**config.mk**
```make
export PLATFORM = sky130hd
export DESIGN_NAME = rv_lsu_ctrl
export DESIGN_NICKNAME = d
export VERILOG_FILES = /design/src/rtl/rv_lsu_pkg.sv /design/src/rtl/rv_lsu_align.sv /design/src/rtl/rv_lsu_ctrl.sv
export SDC_FILE = /design/constraint.sdc
export NUM_CORES = 1
export LEC_CHECK = 0
export BUFFER_PORTS_ARGS = -buffer_cell sky130_fd_sc_hd__buf_2
export CORE_MARGIN = 4
export CORE_UTILIZATION = 45
export DETAILED_ROUTE_END_ITERATION = 12
export PLACE_DENSITY = 0.81
export SYNTH_ARGS = -nofsm -noshare
export SYNTH_HDL_FRONTEND = slang
export SYNTH_SLANG_ARGS = --single-unit
```
**constraint.sdc**
```tcl
create_clock -name clk -period 3.8 [get_ports clk]
set_input_delay 0.57 -clock clk [delete_from_list [all_inputs] [get_ports clk]]
set_output_delay 0.57 -clock clk [all_outputs]
set_load 0.02 [all_outputs]
```
**src/rtl/rv_lsu_pkg.sv**
```systemverilog
// -----------------------------------------------------------------------------
// rv_lsu_pkg -- shared types for the load/store unit controller.
//   lsu_size_e    : access size encoding carried on req_size_i
//   lsu_state_e   : controller FSM states
//   lsu_req_t     : request fields latched at acceptance
//   is_misaligned : alignment rule applied at acceptance
// -----------------------------------------------------------------------------
package rv_lsu_pkg;

  typedef enum logic [1:0] {
    SIZE_BYTE = 2'b00,
    SIZE_HALF = 2'b01,
    SIZE_WORD = 2'b10,
    SIZE_RSVD = 2'b11
  } lsu_size_e;

  typedef enum logic [1:0] {
    ST_IDLE   = 2'b00,
    ST_ACCESS = 2'b01,
    ST_WRITE  = 2'b10,
    ST_RESP   = 2'b11
  } lsu_state_e;

  typedef struct packed {
    logic        wr;
    lsu_size_e   size;
    logic        is_unsigned;
    logic [31:0] addr;
    logic [31:0] wdata;
  } lsu_req_t;

  // Reserved size is always rejected; halves need an even address, words a
  // 4-byte aligned address.
  function automatic logic is_misaligned(input lsu_size_e size, input logic [1:0] off);
    logic mis;
    case (size)
      SIZE_BYTE: mis = 1'b0;
      SIZE_HALF: mis = off[0];
      SIZE_WORD: mis = (off != 2'b00);
      default:   mis = 1'b1;
    endcase
    return mis;
  endfunction

endpackage

```
**src/rtl/rv_lsu_align.sv**
```systemverilog
// -----------------------------------------------------------------------------
// rv_lsu_align -- combinational lane handling for the LSU.
//   size_i, unsigned_i, offset_i : access size, zero-extend flag, addr[1:0]
//   ld_word_i  -> ld_data_o      : addressed byte/half extracted and extended
//   st_word_i, wdata_i -> st_word_o : old word with the addressed lane(s)
//                                     replaced by right-aligned store data
// -----------------------------------------------------------------------------
module rv_lsu_align
  import rv_lsu_pkg::*;
(
  input  lsu_size_e   size_i,
  input  logic        unsigned_i,
  input  logic [1:0]  offset_i,
  input  logic [31:0] ld_word_i,
  output logic [31:0] ld_data_o,
  input  logic [31:0] st_word_i,
  input  logic [31:0] wdata_i,
  output logic [31:0] st_word_o
);

  logic [7:0]  ld_byte;
  logic [15:0] ld_half;

  always_comb begin
    ld_byte = 8'h00;
    case (offset_i)
      2'd0: ld_byte = ld_word_i[7:0];
      2'd1: ld_byte = ld_word_i[15:8];
      2'd2: ld_byte = ld_word_i[23:16];
      2'd3: ld_byte = ld_word_i[31:24];
      default: ld_byte = 8'h00;
    endcase
    // Halves are only ever reached with offset 0 or 2.
    ld_half = offset_i[1] ? ld_word_i[31:16] : ld_word_i[15:0];
  end

  always_comb begin
    case (size_i)
      SIZE_BYTE: ld_data_o = unsigned_i ? {24'h0, ld_byte} : {{24{ld_byte[7]}}, ld_byte};
      SIZE_HALF: ld_data_o = unsigned_i ? {16'h0, ld_half} : {{16{ld_half[15]}}, ld_half};
      default:   ld_data_o = ld_word_i;
    endcase
  end

  always_comb begin
    st_word_o = st_word_i;
    case (size_i)
      SIZE_BYTE: begin
        case (offset_i)
          2'd0: st_word_o[7:0]   = wdata_i[7:0];
          2'd1: st_word_o[15:8]  = wdata_i[7:0];
          2'd2: st_word_o[23:16] = wdata_i[7:0];
          2'd3: st_word_o[31:24] = wdata_i[7:0];
          default: st_word_o = st_word_i;
        endcase
      end
      SIZE_HALF: begin
        if (offset_i[1]) st_word_o[31:16] = wdata_i[15:0];
        else             st_word_o[15:0]  = wdata_i[15:0];
      end
      default: st_word_o = wdata_i;
    endcase
  end

endmodule

```
**src/rtl/rv_lsu_ctrl.sv**
```systemverilog
// -----------------------------------------------------------------------------
// rv_lsu_ctrl -- single-outstanding load/store controller for a word-wide
// data memory with combinational read and clock-edge write.
//   clk, reset                     : clock, synchronous active-high reset
//   req_valid_i/req_ready_o        : request handshake (ready only in IDLE)
//   req_wr_i, req_size_i, req_unsigned_i, req_addr_i, req_wdata_i : request
//   rsp_valid_o/rsp_ready_i        : response handshake
//   rsp_rdata_o, rsp_err_o         : load data (0 for stores), error flag
//   dmem_addr_o, dmem_wr_o, dmem_wr_data_o, dmem_data_i : memory port
// Sub-word stores are read-modify-write: ACCESS captures the old word,
// WRITE stores the merged word.
// -----------------------------------------------------------------------------
module rv_lsu_ctrl
  import rv_lsu_pkg::*;
(
  input  logic        clk,
  input  logic        reset,
  input  logic        req_valid_i,
  output logic        req_ready_o,
  input  logic        req_wr_i,
  input  logic [1:0]  req_size_i,
  input  logic        req_unsigned_i,
  input  logic [31:0] req_addr_i,
  input  logic [31:0] req_wdata_i,
  output logic        rsp_valid_o,
  input  logic        rsp_ready_i,
  output logic [31:0] rsp_rdata_o,
  output logic        rsp_err_o,
  output logic [31:0] dmem_addr_o,
  output logic        dmem_wr_o,
  output logic [31:0] dmem_wr_data_o,
  input  logic [31:0] dmem_data_i
);

  lsu_state_e  state_q;
  lsu_req_t    req_q;
  logic [31:0] word_q;
  logic [31:0] rsp_rdata_q;
  logic        rsp_err_q;
  logic        rsp_valid_q;
  logic        req_ready_q;

  logic [31:0] ld_data;
  logic [31:0] st_word;

  rv_lsu_align u_align (
    .size_i     (req_q.size),
    .unsigned_i (req_q.is_unsigned),
    .offset_i   (req_q.addr[1:0]),
    .ld_word_i  (dmem_data_i),
    .ld_data_o  (ld_data),
    .st_word_i  (word_q),
    .wdata_i    (req_q.wdata),
    .st_word_o  (st_word)
  );

  always_ff @(posedge clk) begin
    if (reset) begin
      state_q     <= ST_IDLE;
      req_q       <= '0;
      word_q      <= '0;
      rsp_rdata_q <= '0;
      rsp_err_q   <= 1'b0;
      rsp_valid_q <= 1'b0;
      req_ready_q <= 1'b1;
    end else begin
      case (state_q)
        ST_IDLE: begin
          if (req_valid_i && req_ready_q) begin
            req_q       <= '{wr:          req_wr_i,
                             size:        lsu_size_e'(req_size_i),
                             is_unsigned: req_unsigned_i,
                             addr:        req_addr_i,
                             wdata:       req_wdata_i};
            req_ready_q <= 1'b0;
            rsp_rdata_q <= '0;
            if (is_misaligned(lsu_size_e'(req_size_i), req_addr_i[1:0])) begin
              // Rejected requests never touch memory.
              state_q     <= ST_RESP;
              rsp_err_q   <= 1'b1;
              rsp_valid_q <= 1'b1;
            end else begin
              state_q   <= ST_ACCESS;
              rsp_err_q <= 1'b0;
            end
          end
        end
        ST_ACCESS: begin
          if (req_q.wr) begin
            if (req_q.size == SIZE_WORD) begin
              // The write itself happens on this edge (dmem_wr_o decoded below).
              state_q     <= ST_RESP;
              rsp_valid_q <= 1'b1;
            end else begin
              word_q  <= dmem_data_i;
              state_q <= ST_WRITE;
            end
          end else begin
            rsp_rdata_q <= ld_data;
            state_q     <= ST_RESP;
            rsp_valid_q <= 1'b1;
          end
        end
        ST_WRITE: begin
          state_q     <= ST_RESP;
          rsp_valid_q <= 1'b1;
        end
        ST_RESP: begin
          if (rsp_ready_i) begin
            // Ready returns one cycle after the handshake, so no request can
            // be accepted in the consuming cycle.
            state_q     <= ST_IDLE;
            rsp_valid_q <= 1'b0;
            req_ready_q <= 1'b1;
          end
        end
        default: begin
          state_q     <= ST_IDLE;
          rsp_valid_q <= 1'b0;
          req_ready_q <= 1'b1;
        end
      endcase
    end
  end

  // Write strobe decoded from registered state; data forced to 0 when idle.
  always_comb begin
    dmem_wr_o      = 1'b0;
    dmem_wr_data_o = 32'h0;
    if (state_q == ST_ACCESS && req_q.wr && req_q.size == SIZE_WORD) begin
      dmem_wr_o      = 1'b1;
      dmem_wr_data_o = req_q.wdata;
    end else if (state_q == ST_WRITE) begin
      dmem_wr_o      = 1'b1;
      dmem_wr_data_o = st_word;
    end
  end

  assign dmem_addr_o = {2'b00, req_q.addr[31:2]};
  assign req_ready_o = req_ready_q;
  assign rsp_valid_o = rsp_valid_q;
  assign rsp_rdata_o = rsp_rdata_q;
  assign rsp_err_o   = rsp_err_q;

endmodule

```
==> results of run 1 <==
metal layers:
layer	part of all wire (%)	global-route usage, %
met5	0	0
met4	2.9	10.9
met3	11	7.83
met2	45	38.6
met1	41	31.5
final cells by class:
cell class / instances / area (µm²)
Multi-Input combinational cell: 597 / 3160
Clock buffer: 19 / 453
Inverter: 10 / 37.5
Tap cell: 180 / 225
Clock inverter: 13 / 93.8
Fill cell: 1313 / 6110
Timing Repair Buffer: 212 / 1100
Sequential cell: 137 / 2740
path summary, 6_finish.rpt:
kind              slack, ns  cells after the start                          from                      endpoint
setup / recovery       0.82                      7       state_q[1]$_SDFFE_PP0P_            dmem_wr_data_o[30]
hold reg to reg        0.44                      2  rsp_rdata_o[14]$_SDFFE_PP0P_  rsp_rdata_o[14]$_SDFFE_PP0P_
setup reg to reg       1.51                      7       state_q[1]$_SDFFE_PP0P_       word_q[12]$_SDFFE_PP0P_
hold / removal         0.38                      3               req_wdata_i[26]        req_q[26]$_SDFFE_PP0P_
kinds of logic (layout without fill, tap and decap cells):
| group | Yosys count | after routing |
|---|---|---|
| AND/OR/NAND/NOR | 299 | 299 |
| AO/OA/AOI/OAI | 258 | 258 |
| flip-flops | 137 | 137 |
| buffers and inverters | 99 | 254 |
| multiplexers | 33 | 33 |
| adder cells (fa/ha/maj) | 5 | 5 |
| other | 1 | 2 |
where the power goes:
part	total, mW	internal, mW	switching (mW)
clock network	1.51	0.869	0.645
logic	1.61	0.548	1.06
registers	1.83	1.66	0.169
state kept, by name, indices dropped and copies added, names as in the netlist:
signal	count
dmem_addr_o	30
req_q	38
req_ready_o	1
rsp_err_o	1
rsp_rdata_o	32
rsp_valid_o	1
state_q	2
word_q	32
critical path: stages, from the launching register on:
cell,delay (ns)
sky130_fd_sc_hd__dfxtp_1,0.38
sky130_fd_sc_hd__inv_1,0.11
sky130_fd_sc_hd__ha_1,0.27
sky130_fd_sc_hd__a31oi_2,0.55
sky130_fd_sc_hd__inv_2,0.20
sky130_fd_sc_hd__nand3_1,0.13
sky130_fd_sc_hd__o21ai_0,0.14
sky130_fd_sc_hd__buf_2,0.19
cell usage in the layout (no fill, tap or decap), types with 9 or more instances in the layout:
cell type and n:
sky130_fd_sc_hd__nand2_1 234, sky130_fd_sc_hd__buf_2 200, sky130_fd_sc_hd__dfxtp_1 137, sky130_fd_sc_hd__a21oi_1 136, sky130_fd_sc_hd__o21ai_0 50, sky130_fd_sc_hd__nor2_1 27, sky130_fd_sc_hd__mux2i_1 25, sky130_fd_sc_hd__clkbuf_16 17
sky130_fd_sc_hd__nor3_1 11, sky130_fd_sc_hd__buf_4 11, sky130_fd_sc_hd__inv_1 9
metrics by stage:
step	power, mW	area [µm²]
2_1_floorplan	3.03	6450
3_3_place_gp	3.42	7270
3_5_place_dp	3.45	7270
4_1_cts	4.97	7820
5_1_grt	5.22	7820
6_report	4.95	7820
==> impl_results.rst, run 1 <==
.. list-table::
   :header-rows: 1

   * - Metric
     - Value
   * - Hold_ws
     - 0.378 ns
   * - Synth Register Bits
     - 137
   * - Final Hold Vio Count
     - 0
   * - Vias per Instance
     - 5.54
   * - Share of layout cells above drive strength 1
     - 26.8%
   * - Cell with the most instances after synthesis
     - sky130_fd_sc_hd__nand2_1
   * - Number of max-slew violations in the final report
     - 0
   * - Last weighted congestion value of the routability-driven placer
     - 0.889
   * - Post-synthesis share of cell area spent on xor and xnor gates
     - 0%
   * - Count of hold-fix buffers inserted at cts
     - 0
   * - CP Max Fanout
     - 10
   * - CTS resizes
     - 0
   * - Filler-free cell count of the finished design
     - 1,168
   * - Critical path data required time
     - 3.23 ns
   * - Number of enable-type register cells in the synthesized netlist
     - 0
   * - Number of cells in the design after placement
     - 1,136
   * - Routed wirelength normalized by instance count
     - 17.4 µm
   * - DP Worst Slack
     - 1.31 ns
   * - Floorplan die width
     - 128 µm
   * - Post-synth ARST share
     - 0%
   * - Pin count of the biggest net entering global routing
     - 63
   * - Clock tree root driver cell
     - sky130_fd_sc_hd__clkbuf_16
   * - Number of I/O pins
     - 204
   * - Ranking of synthesized cells by instance count
     - sky130_fd_sc_hd__nand2_1 (234), sky130_fd_sc_hd__dfxtp_1 (137), sky130_fd_sc_hd__a21oi_1 (136)
   * - Vias in the first global route
     - 5,963
   * - Power density normalized to cell area
     - 633 mW/mm²
   * - Category of the worst setup path capture point
     - output pin
   * - Remaining max-slew budget at the tightest pin
     - 31.4%
   * - Gate count of the mapped netlist
     - 832
   * - # rows
     - 43
   * - Final Core Density
     - 56.1%
   * - Number of DRC markers in iteration 0
     - 551
   * - Number of antenna violations at the first check in global routing
     - 0
   * - Static leakage power
     - 3.34 nW
   * - Max Clock Freq
     - 335 MHz
   * - Count of yosys warnings during synthesis
     - 0
   * - Depth of the CTS H-tree
     - 4
   * - Clock buffers created by TritonCTS
     - 17
   * - Largest cells by area after synthesis
     - sky130_fd_sc_hd__dfxtp_1 (43%), sky130_fd_sc_hd__nand2_1 (14%), sky130_fd_sc_hd__a21oi_1 (11%), sky130_fd_sc_hd__buf_4 (4.2%), sky130_fd_sc_hd__mux2i_1 (3.9%)
   * - Vias after detailed routing
     - 6,472
   * - Post-synthesis cell type with the largest combined area
     - sky130_fd_sc_hd__dfxtp_1
   * - Main combinational cell family by area after synthesis
     - compound AO/OA/AOI/OAI gates
   * - Effective utilization at floorplan
     - 46.2%
   * - Detailed Routing Iterations Pass 1
     - 5
   * - First-pass GRT wire length
     - 31,800 µm
   * - # nets final
     - 1,084
   * - Mean cell area of the mapped netlist
     - 7.74 µm²
   * - Setup repair after global routing missed its margin
     - false
   * - Area of the core
     - 0.0139 mm²
   * - Portion of the clock cycle consumed by the worst path in the final layout
     - 78.5%
   * - Clk sinks
     - 137
   * - Post-layout worst setup margin
     - 0.817 ns
   * - Area added between synthesis and finish
     - 21.4%
   * - Final worst clock skew
     - 0.0101 ns
   * - Setup TNS
     - 0 ns
   * - Setup violations, final
     - 0
   * - Total global routing overflow
     - 0
   * - Total Routed Length
     - 20,400 µm
   * - Netlist cell types
     - 53
   * - Reg clk slew, reported paths
     - 0.06 ns
   * - Launching element type of the critical path
     - flip-flop
   * - DR DRC count
     - 0
   * - Buffers added on ports
     - 201
   * - Final critical path time including I/O delays and setup
     - 2.98 ns
   * - N_diodes
     - 0
   * - Buffer depth of the longest clock path
     - 2
   * - Compound-gate portion of the synthesized area
     - 23.7%
   * - Worst min path class
     - in2reg
   * - Main synth FF type
     - sky130_fd_sc_hd__dfxtp_1
   * - VDD IR-drop max
     - 0.354 mV
   * - Data arrival time of the critical path
     - 2.41 ns
   * - Floorplan die area
     - 0.0163 mm²
   * - Post-synth top area share
     - 42.6%
   * - Portion of netlist area occupied by mux cells
     - 5.28%
   * - Result of the run
     - finished, final reports clean
   * - Sequential element share of the synthesized area
     - 42.6%
   * - Detail Placement HPWL
     - 14,900 µm
   * - Overall track demand over capacity in global routing
     - 24.7%
   * - Vertical die dimension
     - 128 µm
   * - Total standard cell area after synthesis
     - 0.00644 mm²
   * - Max cap viols
     - 0
   * - Adder and majority gate portion of the synthesized area
     - 0.971%
   * - Clock latency on the worst-skew pair
     - 0.42 ns
   * - Worst slew pin tran
     - 1.03 ns
   * - Remaining antenna violation count after routing
     - 0
   * - Number of buffers inserted by post-CTS setup repair
     - 0
   * - CTS tree
     - done
   * - Post-synthesis simple-gate area fraction
     - 18.9%
   * - Setup Crit Path Kind
     - reg2out
No activity file was read; power rests on OpenSTA's default activity.
==> run 2: changes to the inputs <==
==> constraint.sdc (replaced) <==
create_clock -name clk -period 2.83 [get_ports clk]
set_input_delay 0.4245 -clock clk [delete_from_list [all_inputs] [get_ports clk]]
set_output_delay 0.4245 -clock clk [all_outputs]
set_load 0.02 [all_outputs]
==> run 2 against run 1 <==
Critical path depth is 1 lower. Clock skew is 0.0046 ns lower. Utilization is 0.72 points higher. Worst hold slack worse by 0.13 ns. Sequential share of layout area is 0.44 points lower. Combinational power is 35% higher. Via count is 0.71% higher. Clock-buffer cell count is 5 higher. Final cell count is 0.43% higher. Highest routed layer unchanged.
==> impl_results.rst, run 2 (synthesis gave the netlist of run 1 again) <==
.. list-table::
   :header-rows: 1

   * - Metric
     - Value
   * - Result of the run
     - finished, final reports clean
   * - Area of the core
     - 0.0139 mm²
   * - Reg-to-reg slack, setup
     - 0.70 ns
   * - Final critical path time including I/O delays and setup
     - 2.59 ns
   * - Depth of the worst register-to-register path
     - 6
   * - Setup TNS
     - 0 ns
   * - Final worst clock skew
     - 0.00546 ns
   * - Setup Crit Path Kind
     - reg2out
   * - Critical register-to-register path startpoint
     - state_q[0]$_SDFFE_PP0P_
   * - Most common library cell in the layout ignoring fill and taps
     - sky130_fd_sc_hd__nand2_1
   * - Total global routing overflow
     - 0
   * - Clock tree root driver cell
     - sky130_fd_sc_hd__clkbuf_16
   * - Detail Placement HPWL
     - 14,700 µm
   * - Clock latency on the worst-skew pair
     - 0.41 ns
   * - Buffers added on ports
     - 201
   * - Share of layout cells above drive strength 1
     - 27.0%
   * - Worst hold path startpoint
     - req_addr_i[10]
   * - Max Clock Freq
     - 386 MHz
   * - Capture endpoint of the worst hold path
     - dmem_addr_o[8]$_SDFFE_PP0P_
   * - Number of antenna violations at the first check in global routing
     - 0
   * - Number of max-slew violations in the final report
     - 0
   * - Biggest register
     - req_q
   * - Routed wirelength normalized by instance count
     - 17.2 µm
   * - Setup repair after global routing missed its margin
     - false
   * - Max cap viols
     - 0
   * - CTS tree
     - done
   * - Reg clk slew, reported paths
     - 0.05 ns
   * - # nets final
     - 1,090
   * - Overall track demand over capacity in global routing
     - 24.4%
   * - Depth of the CTS H-tree
     - 4
   * - Setup violations, final
     - 0
   * - Remaining max-slew budget at the tightest pin
     - 51.8%
   * - Post-layout worst setup margin
     - 0.240 ns
   * - Category of the worst setup path capture point
     - output pin
   * - DR DRC count
     - 0
   * - Highest layer used for signal routing
     - met4
   * - Number of cells in the design after placement
     - 1,142
   * - Final Hold Vio Count
     - 0
   * - Final Core Density
     - 56.8%
   * - Sequential cell area in the final layout
     - 0.00274 mm²
   * - Floorplan die width
     - 128 µm
   * - Vias per Instance
     - 5.56
   * - Worst slew pin tran
     - 0.723 ns
   * - Number of I/O pins
     - 204
   * - Effective utilization at floorplan
     - 46.2%
   * - CP top delay family
     - compound AO/OA/AOI/OAI gates
   * - Total Routed Length
     - 20,100 µm
   * - Detailed Routing Iterations Pass 1
     - 5
   * - Met1 layer wirelength in the final routing
     - 8240 µm
   * - Routed length on met2
     - 9210 µm
   * - Area taken by multi-input logic gates
     - 0.00317 mm²
   * - # fillers
     - 1,286
   * - CP Max Fanout
     - 8
   * - Clk sinks
     - 137
   * - Hold depth
     - 3
   * - Launching element type of the critical path
     - flip-flop
   * - DP Worst Slack
     - 0.534 ns
   * - Vertical die dimension
     - 128 µm
   * - Worst min path class
     - in2reg
   * - Most frequent cells in the layout
     - sky130_fd_sc_hd__nand2_1 (234), sky130_fd_sc_hd__buf_2 (200), sky130_fd_sc_hd__dfxtp_1 (137)
   * - Vias after detailed routing
     - 6,518
   * - First-pass GRT wire length
     - 31,700 µm
   * - CP max stage cell
     - sky130_fd_sc_hd__dfxtp_1
   * - Largest register FFs
     - 38
   * - Buffer depth of the longest clock path
     - 2
   * - Power density normalized to cell area
     - 872 mW/mm²
   * - VDD IR-drop max
     - 0.519 mV
   * - Vias in the first global route
     - 6,033
   * - Last weighted congestion value of the routability-driven placer
     - 0.879
   * - Portion of the clock cycle consumed by the worst path in the final layout
     - 91.5%
   * - Filler-free cell count of the finished design
     - 1,173
   * - Data arrival time of the critical path
     - 2.17 ns
   * - Met3 WL
     - 2260 µm
   * - Area added between synthesis and finish
     - 22.9%
   * - Buffers & Inverters on Critical Path
     - 2
   * - Pin count of the biggest net entering global routing
     - 70
   * - Clock buffers created by TritonCTS
     - 17
   * - R2R Path End
     - rsp_rdata_o[31]$_SDFFE_PP0P_
   * - Remaining antenna violation count after routing
     - 0
   * - Largest stage delay, worst path
     - 0.33 ns
   * - Floorplan die area
     - 0.0163 mm²
   * - Most Frequent Cell on Critical Path
     - sky130_fd_sc_hd__o21ai_0
   * - Number of DRC markers in iteration 0
     - 636
   * - Critical path data required time
     - 2.41 ns
   * - # rows
     - 43
   * - Static leakage power
     - 3.40 nW
   * - Cell-by-cell trace of the critical path
     - inv_1 -> ha_1 -> nor2b_2 -> o21ai_0 -> o21ai_0 -> buf_2
   * - N_diodes
     - 0
   * - Count of hold-fix buffers inserted at cts
     - 0
## run 2: per-stage QoR
stage	power (mW)	hold WS (ns)	area [µm²]
finish	6.91	0.243	7920
CTS	6.91	0.231	7920
global route	7.28	0.243	7920
global placement	4.62	0.428	7320
detailed placement	4.66	0.438	7320
floorplan	4.06	0.433	6450
## run 2: layout make-up
cell class	instances	share of cell area, %
Timing Repair Buffer	218	14.5
Clock inverter	7	1.47
Tap cell	180	2.84
Sequential cell	137	34.6
Multi-Input combinational cell	597	40.0
Inverter	10	0.474
Clock buffer	24	6.08
## run 2: tightest hold or removal path, cell delays in order
cell and delay [ns]:
sky130_fd_sc_hd__buf_2 0.09, sky130_fd_sc_hd__nand2_1 0.04, sky130_fd_sc_hd__a21oi_1 0.05
## run 2: worst max-delay path by stage
stage | slack (ns) | startpoint | to | cells past startpoint
6_report | 0.24 | state_q[0]$_SDFFE_PP0P_ | dmem_wr_data_o[30] | 6
5_1_grt | 0.08 | state_q[0]$_SDFFE_PP0P_ | dmem_wr_data_o[30] | 6
4_1_cts | 0.08 | state_q[1]$_SDFFE_PP0P_ | dmem_wr_data_o[22] | 7
3_5_place_dp | 0.53 | state_q[1]$_SDFFE_PP0P_ | dmem_wr_data_o[22] | 7
3_3_place_gp | 0.61 | state_q[0]$_SDFFE_PP0P_ | dmem_wr_data_o[30] | 6
2_1_floorplan | 0.86 | req_q[66]$_SDFFE_PP0P_ | dmem_wr_data_o[10] | 6
## run 2: what timing repair did
item | 4_1_cts | 5_1_grt
resized for setup | 0 | 2
setup buffers | 0 | 0
setup endpoints to repair | 0 | 16
## run 2: per-layer routing
metal	global-route usage (%)	vias up
met5	0	-
met4	8.43	0
met3	6.71	38
met2	38.9	372
met1	32.1	3006
li1	-	3102
## run 2: report_power, final
part	internal [mW]	switching, mW	total, mW
clock network	1.45	0.805	2.26
registers	2.24	0.232	2.47
logic	0.765	1.42	2.18
total	4.45	2.46	6.91
